--- src/rtl/reg_sb_pkg.sv ---
// Shared definitions for the register write scoreboard: default address width,
// register-count derivation and a reference one-hot helper.
package reg_sb_pkg;
  localparam int ADDR_W_DEF = 5;
  localparam int MAX_ADDR_W = 8;

  function automatic int num_regs(input int aw);
    return 1 << aw;
  endfunction

  // Full-width decode, for callers that slice down to their own register count.
  function automatic logic [(1<<MAX_ADDR_W)-1:0] onehot(input logic [MAX_ADDR_W-1:0] a);
    logic [(1<<MAX_ADDR_W)-1:0] v;
    v    = '0;
    v[a] = 1'b1;
    return v;
  endfunction
endpackage

--- src/rtl/reg_wr_scoreboard_onehot_decoder.sv ---
// Address to one-hot decoder; output is all-zero when en is low.
module onehot_decoder
  import reg_sb_pkg::*;
#(
  parameter  int ADDR_W   = ADDR_W_DEF,
  localparam int NUM_REGS = num_regs(ADDR_W)
) (
  input  logic [ADDR_W-1:0]   addr,
  input  logic                en,
  output logic [NUM_REGS-1:0] onehot_o
);
  for (genvar i = 0; i < NUM_REGS; i++) begin : g_bit
    assign onehot_o[i] = en && (addr == ADDR_W'(i));
  end
endmodule

--- src/rtl/reg_wr_scoreboard.sv ---
// Busy scoreboard between issue and the register file: stalls RAW/WAW hazards
// and produces a registered one-hot write strobe at writeback.
module reg_wr_scoreboard
  import reg_sb_pkg::*;
#(
  parameter int ADDR_W         = ADDR_W_DEF,
  parameter int NUM_REGS       = num_regs(ADDR_W),
  parameter bit ZERO_HARDWIRED = 1'b1
) (
  input  logic                clk,
  input  logic                rst_n,
  input  logic                issue_valid,
  output logic                issue_ready,
  input  logic [ADDR_W-1:0]   issue_rd,
  input  logic                issue_rd_used,
  input  logic [ADDR_W-1:0]   issue_rs1,
  input  logic [ADDR_W-1:0]   issue_rs2,
  input  logic                issue_rs1_used,
  input  logic                issue_rs2_used,
  input  logic                wb_valid,
  input  logic [ADDR_W-1:0]   wb_rd,
  output logic [NUM_REGS-1:0] wb_en,
  output logic [NUM_REGS-1:0] busy,
  output logic [ADDR_W:0]     busy_count,
  output logic                err_spurious_wb
);
  logic [NUM_REGS-1:0] busy_q, busy_d, wb_en_q, wb_en_d;
  logic [NUM_REGS-1:0] set_vec, eff_busy;
  logic [ADDR_W:0]     cnt_q, cnt_d;
  logic                err_q, err_d;
  logic                rd_zero, wb_zero, wb_act, hazard, set_en, inc, dec;

  assign rd_zero = ZERO_HARDWIRED && (issue_rd == '0);
  assign wb_zero = ZERO_HARDWIRED && (wb_rd == '0);
  assign wb_act  = wb_valid && !wb_zero;

  // The writeback decode doubles as the clear vector and the next strobe.
  onehot_decoder #(.ADDR_W(ADDR_W)) u_wb_dec (
    .addr(wb_rd), .en(wb_act), .onehot_o(wb_en_d)
  );

  onehot_decoder #(.ADDR_W(ADDR_W)) u_rd_dec (
    .addr(issue_rd), .en(set_en), .onehot_o(set_vec)
  );

  // Same-cycle writeback relieves the hazard on its register.
  assign eff_busy = busy_q & ~wb_en_d;
  assign hazard   = (issue_rs1_used && eff_busy[issue_rs1])
                 || (issue_rs2_used && eff_busy[issue_rs2])
                 || (issue_rd_used  && eff_busy[issue_rd]);
  assign issue_ready = !hazard;
  assign set_en      = issue_valid && !hazard && issue_rd_used && !rd_zero;

  always_comb begin
    busy_d = eff_busy | set_vec;
    inc    = set_en && !busy_q[issue_rd];
    // A clear that is overridden by a same-register set does not decrement.
    dec    = wb_act && busy_q[wb_rd] && !(set_en && (issue_rd == wb_rd));
    cnt_d  = cnt_q + {{ADDR_W{1'b0}}, inc} - {{ADDR_W{1'b0}}, dec};
    err_d  = wb_act && !busy_q[wb_rd];
  end

  always_ff @(posedge clk or negedge rst_n) begin
    if (!rst_n) begin
      busy_q  <= '0;
      wb_en_q <= '0;
      cnt_q   <= '0;
      err_q   <= 1'b0;
    end else begin
      busy_q  <= busy_d;
      wb_en_q <= wb_en_d;
      cnt_q   <= cnt_d;
      err_q   <= err_d;
    end
  end

  assign busy            = busy_q;
  assign wb_en           = wb_en_q;
  assign busy_count      = cnt_q;
  assign err_spurious_wb = err_q;
endmodule

--- config.mk ---
export PLATFORM = sky130hd
export DESIGN_NAME = reg_wr_scoreboard
export DESIGN_NICKNAME = d
export VERILOG_FILES = /design/src/rtl/reg_sb_pkg.sv /design/src/rtl/reg_wr_scoreboard_onehot_decoder.sv /design/src/rtl/reg_wr_scoreboard.sv
export SDC_FILE = /design/constraint.sdc
export NUM_CORES = 1
export LEC_CHECK = 0
export BUFFER_PORTS_ARGS = -buffer_cell sky130_fd_sc_hd__buf_2
export CELL_PAD_IN_SITES_DETAIL_PLACEMENT = 0
export CELL_PAD_IN_SITES_GLOBAL_PLACEMENT = 1
export CORE_MARGIN = 5
export CORE_UTILIZATION = 40
export CTS_BUF_LIST = sky130_fd_sc_hd__clkbuf_4
export DETAILED_ROUTE_END_ITERATION = 16
export PLACE_DENSITY_LB_ADDON = 0.3
export SETUP_SLACK_MARGIN = 0.1
export SYNTH_ARGS = -nofsm -noshare
export SYNTH_HDL_FRONTEND = slang
export SYNTH_SLANG_ARGS = --single-unit
--- constraint.sdc ---
create_clock -name clk -period 6 [get_ports clk]
set_input_delay 0.6 -clock clk [delete_from_list [all_inputs] [get_ports clk]]
set_output_delay 0.6 -clock clk [all_outputs]
set_load 0.02 [all_outputs]
# After elaboration in Yosys (flattened, before gate mapping)
# Index checks and enable logic that the tools add are counted.
# word_totals
register_bits	71
out_inout_bits	72
wordCells	172
# op_classes
n_addsub	2
n_lt_le_gt_ge	4
eq_ne	63
n_mux	10
bitwise_logic	3
reduce_logical	86
# ops
cell	n
$eq 5x5->1 const B	32
$eq 5x4->1 const B	16
$logic_and 1x1->1	76
$eq 5x3->1 const B	8
$and 32x32->32	1
$not 32->32	1
$or 32x32->32	1
$bmux 1 s5	5
$lt 5x6->1 const B	4
$eq 5x2->1 const B	4
$eq 5x1->1 const B	2
$logic_not 5->1	2
$add 6x1->6	1
$logic_not 1->1	6
$sub 6x1->6	1
$eq 5x5->1	1
$mux 1	5
$logic_or 1x1->1	2

# Depth between registers and ports, before layout
# Gate-level depths: netlist (run 1).
# logic_depth
ltp_word	19
ltp_mapped	19
ltp_nobuf	17

# Cells and area by module
# A second synthesis (run 1) with hierarchy kept.
# hier_totals
cells_unflattened	413
area_unflattened_um2	4453.0
# modules_own_cells
module	n_inst	cells_each	area_per_inst_um2	seq_area_each_um2
reg_wr_scoreboard	1	319	3985.1	1776.7
onehot_decoder	2	47	234.0	0.0

# Worst setup path before layout (run 1)
# No wires, ideal clock.
# synth_path
path_type	input to register
from	in issue_rd[0]
to	reg cnt_q[4], in the netlist busy_count[4]
setup_ns	0.123
t_arrival_ns	4.157
required_ns	5.877
slack_ns	1.720
cell_stages	17
path_buffers	3
cell_sequence	clkbuf_1 buf_2 buf_2 mux4_2 mux4_2 nor3_1 a21oi_1 or3_1 ha_1 inv_1 ha_1 inv_1 fa_1 inv_1 a21o_1 a21oi_1 xnor2_1
# synth_via
elab_chain_cells	12
elab_cells_between_ends	20
cone_classes	2 x add/sub; 1 x eq/ne; 4 x mux; 13 x reduce/logical
# synth_lines
item	line	text
from (decl)	reg_wr_scoreboard.sv:14	input logic [ADDR_W-1:0] issue_rd,
branches (longest 11 deep; another with $add 6x1->6)	-	
$sub 6x1->6 (*)	reg_wr_scoreboard.sv:59	cnt_d = cnt_q + {{ADDR_W{1'b0}}, inc} - {{ADDR_W{1'b0}}, dec};
net cnt_d[4]	reg_wr_scoreboard.sv:29	logic [ADDR_W:0] cnt_q, cnt_d;
to (signal assigned)	reg_wr_scoreboard.sv:72	cnt_q <= cnt_d;
to (decl)	reg_wr_scoreboard.sv:29	
# Mark *: on every way through the listed nets, which the timed path passes. The select of a mux whose other input is x is not followed.

# Final worst setup path (run 1)
# layout_path
from	in wb_rd[1]
to	reg cnt_q[4], in the netlist busy_count[4]
# layout_via
elab_chain_cells	19
elab_cells_between_ends	93
cone_classes	2 x add/sub; 32 x eq/ne; 8 x mux; 2 x bitwise; 49 x reduce/logical
# layout_lines
item	line	text
from (decl)	reg_wr_scoreboard.sv:21	input logic [ADDR_W-1:0] wb_rd,
branches (longest 18 deep; another with $not 32->32)	-	
$sub 6x1->6 (*)	reg_wr_scoreboard.sv:59	
net cnt_d[4]	reg_wr_scoreboard.sv:29	
# Marked as above.

==> results of run 1 <==
-- worst paths after layout --
path | from | end | slack [ns] | depth (start not counted)
worst max-delay path | wb_rd[1] | busy_count[4] | 1.24 | 17
worst min-delay path | rst_n | wb_en[27] | 0.20 | 1
worst max register to register | busy[23] | busy_count[4] | 1.82 | 16
worst min register to register | busy[0] | busy[0] | 0.54 | 0
max in group asynchronous | rst_n | busy[6] | 4.80 | 2
min in group clk | wb_valid | err_spurious_wb | 0.49 | 3
-- metal layers --
layer	up-vias	part of all wire	GRT usage
li1	1975	-	-
met1	2256	0.40	0.338
met2	277	0.46	0.378
met3	47	0.11	0.0616
met4	0	0.035	0.105
met5	-	0	0
-- worst register-to-register path, delay by kind of cell, from the launching register on --
kind	cells	cell delay [ns]
simple gates	2	0.93
fa+ha+maj	3	0.92
compound gates	6	0.80
mux	1	0.58
flops	1	0.52
buf+inv	3	0.20
xor+xnor	1	0.12
-- per-stage QoR --
step,utilization,setup slack (ns)
detailed placement,0.460,0.859
finish,0.477,1.24
CTS,0.477,1.34
global placement,0.460,0.940
floorplan,-,1.72
global route,0.477,1.08
-- registers in the layout, summed over array words and instances (netlist names) --
signal           count
busy                32
err_spurious_wb      1
wb_en               32
busy_count           6
-- cells in the final DEF (no fill, tap or decap), types with 11 or more instances in the layout --
master	instances
sky130_fd_sc_hd__nor3_1	14
sky130_fd_sc_hd__nand3_1	13
sky130_fd_sc_hd__dfrtp_1	71
sky130_fd_sc_hd__o21ai_1	15
sky130_fd_sc_hd__mux2i_1	22
sky130_fd_sc_hd__buf_2	98
sky130_fd_sc_hd__mux4_2	23
sky130_fd_sc_hd__o21ai_0	46
sky130_fd_sc_hd__nor2_1	50
sky130_fd_sc_hd__nand2_1	33
sky130_fd_sc_hd__mux2_2	11
sky130_fd_sc_hd__inv_1	26
-- cell type report --
class / count / area [sq um]
Inverter: 26 / 97.6
Tap cell: 143 / 179
Timing Repair Buffer: 107 / 558
Fill cell: 1124 / 6000
Clock inverter: 6 / 116
Antenna cell: 1 / 2.50
Multi-Input combinational cell: 356 / 2660
Sequential cell: 71 / 1780
Clock buffer: 10 / 75.1
-- synth_stat cells (11+ instances only) --
cell                       instances
sky130_fd_sc_hd__nor3_1           14
sky130_fd_sc_hd__o21ai_1          15
sky130_fd_sc_hd__nand2_1          33
sky130_fd_sc_hd__buf_2            13
sky130_fd_sc_hd__nor2_1           50
sky130_fd_sc_hd__inv_1            26
sky130_fd_sc_hd__mux2i_1          22
sky130_fd_sc_hd__mux4_2           23
sky130_fd_sc_hd__clkbuf_1         22
sky130_fd_sc_hd__dfrtp_1          71
sky130_fd_sc_hd__o21ai_0          46
sky130_fd_sc_hd__mux2_2           11
sky130_fd_sc_hd__nand3_1          13
-- report_power, final --
group          switching [mW]  internal (mW)  total, mW
clock network           0.182          0.219      0.400
logic                   0.356          0.257      0.614
registers               0.113          0.544      0.657
total                   0.652           1.02       1.67
-- cell families (layout without fill, tap and decap cells) --
family	count (synthesis)	after routing
simple gates	151	151
compound gates	126	126
flops	71	71
buf+inv	68	149
mux	56	56
xor+xnor	15	15
fa+ha+maj	7	7
other cells	1	2
==> results.md, run 1 <==
- No sink is reached through more buffers than the 2 on the longest clock path.
- After detailed routing, the average wire length per cell comes to 24.3 um.
- The number of setup violations in the final report is 0.
- Dividing the final minimum period by the clock period gives 0.794.
- The sequential fraction of the synthesis area is 0.377.
- Data on the critical path arrives at its endpoint at 5.09 ns.
- Of the total synthesized cell area, the portion taken by XOR and XNOR cells is 0.0279.
- For this run, the total global-route usage over all layers was measured as 0.248.
- The y dimension of the die is 119 um.
- The total of hold buffers inserted after clock tree synthesis is 0.
- The number of synthesis warnings is 0.
- For this run, the top clock speed supported by timing is 0.210 GHz.
- The synthesis-to-finish area growth is 16.1%.
- The finished layout holds 720 standard cells, fillers aside.
- The floorplan has 39 rows.
- At the end of routability-driven placement, the weighted congestion stood at 0.957.
- The post-cts repair resize count is 0.
- The setup skew after layout is 0.0119 ns.
- The number of enable-type register cells in the synthesized netlist is 0.
- The number of nets in the synthesized netlist is 529.
- The maximum resistive drop on vdd is 0.173 mV.
- The number of buffers created by CTS is 9.
- In this run the remaining antenna-violating nets after routing total 0.
- Of all cell types, the one taking the most synthesized area is sky130_fd_sc_hd__dfrtp_1.
- After synthesis, the share of cell area in mux cells is 0.183.
- The wire length of the first global-routing pass is 27.1 mm.
- The signal on the critical path passes through buf_2 > nand2b_1 > or2_0 > a221o_1 > o31ai_1 > o22a_1 > nand4_2 > or3_1 > ha_1 > inv_1 > ha_1 > inv_1 > fa_1 > inv_1 > a21o_1 > a21oi_1 > xnor2_1.
- After detailed routing, the number of vias per cell comes to 6.33.
- The measured slew at the worst slew-check pin is 0.810 ns.
- Setup repair after global routing left no endpoint under its margin.
- The number of failing hold endpoints at the final stage is 0.
- The TritonCTS clock tree is yes.
- Of the post-synthesis cell area, the dominant cell type holds 0.377.
- The pin count of the biggest net entering global routing is 43.
- The post-route cell area is 5470 sq um.
- Max-cap violations in this run came to 0.
- The cell area power density is 306 nW/um^2.
- Once the clock tree was built, the setup fixing pass inserted 0 buffers.
- The number of remaining DRC errors is 0.
- The floorplan die area is 14100 sq um.
- The dominant register cell in the synthesized netlist is sky130_fd_sc_hd__dfrtp_1.
- The count of clock tree sinks is 71.
- The simple-gate area share of the yosys netlist is 0.161.
- The synthesized cell area is 4710 sq um.
- The first-iteration detailed-routing DRC count is 647.
- The die boundary width is 119 um.
- The cell count after synthesis is 495.
- Yosys mapped the design onto 67 distinct sky130hd cell types.
- In this run the clock root is driven by a sky130_fd_sc_hd__clkbuf_4.
- In this run the static leakage power is 2.51 nW.
- The clock reaches the later pin of the worst-skew pair after 0.42 ns.
- For the finished layout, the period the worst path requires is 4.76 ns.
- The core footprint is 11500 sq um.
- The start-to-end type of the worst setup path is primary input to register.
- Summing internal, switching and leakage power gives 1.67 mW.
- The top-level port count is 99.
- The number of global-route vias before repair was 4609.
- In this design, the critical path's most frequently occurring cell is sky130_fd_sc_hd__inv_1.
- Of the total synthesized cell area, the portion taken by full adders, half adders and majority gates is 0.0202.
- The largest family of logic cells by synthesized area is multiplexers.
- The worst path required time is 6.33 ns.
- Summed over all layers, the global routing overflow is 0.
- The number of instances in the placed design is 703.
- The total wire length is 17.5 mm.
- By area the synthesized netlist is led by sky130_fd_sc_hd__dfrtp_1 (38%), sky130_fd_sc_hd__mux4_2 (11%), sky130_fd_sc_hd__o21ai_0 (4.9%).
- The flow ran to the end, and the final reports show no timing, DRC or antenna violations.
- The CTS clock-pin slew for the worst setup and hold paths is 0.12 ns.
- The routed layout has 4555 vias.
- The kind of end point of the critical path is a register.
- The share of the synthesized area in compound gates (AO/OA/AOI/OAI) is 0.173.
- The initial antenna violation count is 1.
- During placement, the flow inserted port buffers numbering 98.
- The initial utilization of the core area, before any placement, comes to 0.411.
- The placed wire-length estimate is 12.7 mm.
- The critical path's top delay family is simple AND/OR/NAND/NOR gates.
- The delay of the slowest cell on the worst path is 0.62 ns.
- The share of cells above drive strength 1 is 0.280.
- The total negative slack for setup checks is 0 ns.
- The first-pass iteration count of the detailed router is 5.
- The post-synthesis area per instance is 9.52 sq um.
- The smallest hold slack is 0.200 ns.
- The critical path launch point type is a primary input.
- The post-synthesis async set-or-reset flop share is 1.00.
- In this run the tightest slew margin relative to its limit is 0.460.
- Of all nets on the critical path, the largest fanout is 23.
- The final net count is 605.
- The max-slew violation count was 0.
- The slowest stage cell on the critical path is sky130_fd_sc_hd__nand2b_1.
- The cell area after placement is 5280 sq um.
- The tightest min-delay check is of the primary input to async pin type.
- The H-tree generated during clock tree synthesis spans 3 levels.
- Together, buffers and inverters on the worst path number 4.
- The register bit total from synthesis is 71.
Power figures use the tool's default switching activity.
==> run 2: changes to the inputs <==
==> constraint.sdc (replaced) <==
create_clock -name clk -period 4.61 [get_ports clk]
set_input_delay 0.461 -clock clk [delete_from_list [all_inputs] [get_ports clk]]
set_output_delay 0.461 -clock clk [all_outputs]
set_load 0.02 [all_outputs]
==> results.md, run 2 (same netlist as run 1, synthesis figures left out) <==
- After floorplanning, the core was sized to cover 11500 sq um.
- After detailed routing, the average wire length per cell comes to 23.9 um.
- Setup repair after global routing left no endpoint under its margin.
- For this design, the sink count on the clock tree is 71.
- Once placement completed, the tool counted placed cells totaling 724.
- The measured slew at the worst slew-check pin is 0.803 ns.
- For the final database, setup skew stands at 0.0313 ns.
- Setup total negative slack on the finished layout was measured at 0 ns.
- The final design utilization is 0.492.
- Traced cell by cell, the critical path runs through buf_2 > or4b_1 > or2_0 > a221o_1 > o31ai_1 > o22a_1 > nand4_2 > buf_4 > inv_1 > a21oi_1 > ha_1 > inv_1 > ha_1 > inv_1 > fa_1 > inv_1 > a21o_1 > a21oi_1 > xnor2_1.
- Among all stages on the critical path, the largest delay is contributed by sky130_fd_sc_hd__or4b_1.
- For this run, the number of standard cells in the final layout without fillers is 742.
- The via count of the routed design is 4700.
- TritonCTS built the clock tree.
- The number of buffers and inverters on the critical path is 6.
- The starting density of the core is 0.411.
- The number of global-route vias before repair is 4670.
- The floorplan die area is 14100 sq um.
- The wire length of the first global-routing pass is 27.4 mm.
- The CTS clock-pin slew for the worst setup and hold paths is 0.12 ns.
- The max-slew violation count is 0.
- The final layout contains routed wiring with a total length of 17.7 mm.
- The tree is rooted in a sky130_fd_sc_hd__clkbuf_4.
- Derived from the worst setup path, the maximum achievable clock frequency is 0.246 GHz.
- The flow ran to the end, and the final reports show no timing, DRC or antenna violations.
- Power spread over the standard cell area amounts to 388 nW/um^2.
- In the finished design, the share of the clock period the worst path needs comes to 0.881.
- The number of setup buffers added after CTS is 0.
- The worst-path maximum fanout is 19.
- The count of filler cells inserted in the layout is 1105.
- The critical path launch point type is a primary input.
- The placed wire-length estimate is 13.3 mm.
- The remaining global-route overflow is 0.
- The routed design could run at a clock period as short as 4.06 ns.
- The initial antenna violation count was 1.
- In this run the remaining antenna-violating nets after routing total 0.
- VDD sags by at most 0.259 mV.
- The routed via count divided by cell count is 6.33.
- The top-level port count is 99.
- The total power after layout is 2.19 mW.
- The number of buffers created by CTS is 9.
- The start-to-end type of the worst setup path is primary input to register.
- The first routing iteration left 659 violations.
- The number of maximum-capacitance violations is 0.
- Hold timing on the final database bottoms out at a slack of 0.377 ns.
- The kind of end point of the critical path is a register.
- The last weighted congestion value of the routability-driven placer is 0.960.
- The library cells used most frequently in the layout, excluding fill and tap cells, are sky130_fd_sc_hd__buf_2 (98), sky130_fd_sc_hd__dfrtp_1 (71), sky130_fd_sc_hd__nor2_1 (50), sky130_fd_sc_hd__o21ai_0 (46), sky130_fd_sc_hd__nand2_1 (33).
- Measured along the y axis, the die boundary spans 119 um.
- For the worst setup path, the data required time is 4.94 ns.
- The library cell used most frequently in the layout, excluding fill and tap cells, is sky130_fd_sc_hd__buf_2.
- After detailed routing, the number of remaining DRC violations is 0.
- The kind of path behind the tightest hold check is primary input to async pin.
- Tracing the worst setup path back leads to its startpoint at wb_rd[2].
- The critical path's top delay family is compound AO/OA/AOI/OAI gates.
- The die boundary width is 119 um.
- Setup violations remaining at the end of the flow were counted as 0.
- The startpoint identified for the worst register-to-register timing path is busy[7].
- Compared with the post-synthesis result, the final layout area differs by 19.6%.
- The headroom to the max-slew limit is 0.463.
- The leakage component of the power is 2.62 nW.
- The count of buffers inserted at the top-level ports is 98.
- Entering global routing, the biggest net connects 64 pins.
- CTS built an H-tree with a depth of 3.
- The pre-antenna-repair detailed-routing pass consisted of 7 iterations.
- The post-cts repair resize count is 0.
- The clock latency of the later-clocked register in the worst-skew pair is 0.46 ns.
- In the final layout, the share of cells above drive strength 1 is 0.304.
- The standard-cell row count is 39.
- The total global routing track utilization is 0.251.
- The number of buffers on the longest clock path is 2.
- The final net count is 627.
- The most numerous cell on the critical path is sky130_fd_sc_hd__inv_1.
- For this run, the slowest stage of the critical path takes 0.61 ns.
- The arrival time of the worst setup path is 4.39 ns.
- The number of failing hold endpoints at the final stage was 0.
[run 2: cell count changes in the layout (fill, tap and decap cells not counted), sizes merged]
cell and change:
buf +21, inv +1, clkinv -1, dlygate4sd3 +1
[run 2: routing by layer]
metal | part of all wire | wire length, um | GRT usage
met1 | 0.40 | 7060 | 0.338
met2 | 0.46 | 8200 | 0.388
met3 | 0.091 | 1620 | 0.0478
met4 | 0.048 | 859 | 0.122
met5 | 0 | 0 | 0
[run 2: area by class of cell]
| cell class | count | area, sq um | share of cell area |
|---|---|---|---|
| clock buffer | 10 | 75.1 | 0.0133 |
| multi-input combinational | 356 | 2660 | 0.473 |
| timing repair buffer | 129 | 726 | 0.129 |
| clock inverter | 6 | 116 | 0.0206 |
| tap | 143 | 179 | 0.0317 |
| antenna | 1 | 2.50 | 0.000444 |
| sequential | 71 | 1780 | 0.315 |
| inverter | 26 | 97.6 | 0.0173 |
[run 2: repair_timing]
item | in CTS | in global routing
endpoints found under the hold margin | 8 | 0
hold buffers | 1 | 0
setup endpoints to repair | 0 | 0
[run 2: where the power goes]
part	internal (mW)	switching, mW
registers	0.707	0.145
clock network	0.285	0.241
logic	0.346	0.464
[run 2: final timing paths]
kind,end,slack [ns],depth (start not counted)
worst max-delay path,busy_count[4],0.55,19
worst min-delay path,wb_en[0],0.38,2
worst max register to register,busy_count[4],0.61,18
worst min register to register,busy[0],0.52,0
max in group asynchronous,busy[19],3.20,3
min in group clk,busy[22],0.41,3
[run 2: metrics by stage]
| stage | instance area, sq um | worst slack (ns) |
|---|---|---|
| finish | 5640 | 0.550 |
| global route | 5640 | 0.343 |
| CTS | 5630 | 0.553 |
| detailed placement | 5430 | 0.0954 |
| global placement | 5430 | 0.0955 |
| floorplan | 4710 | 0.469 |
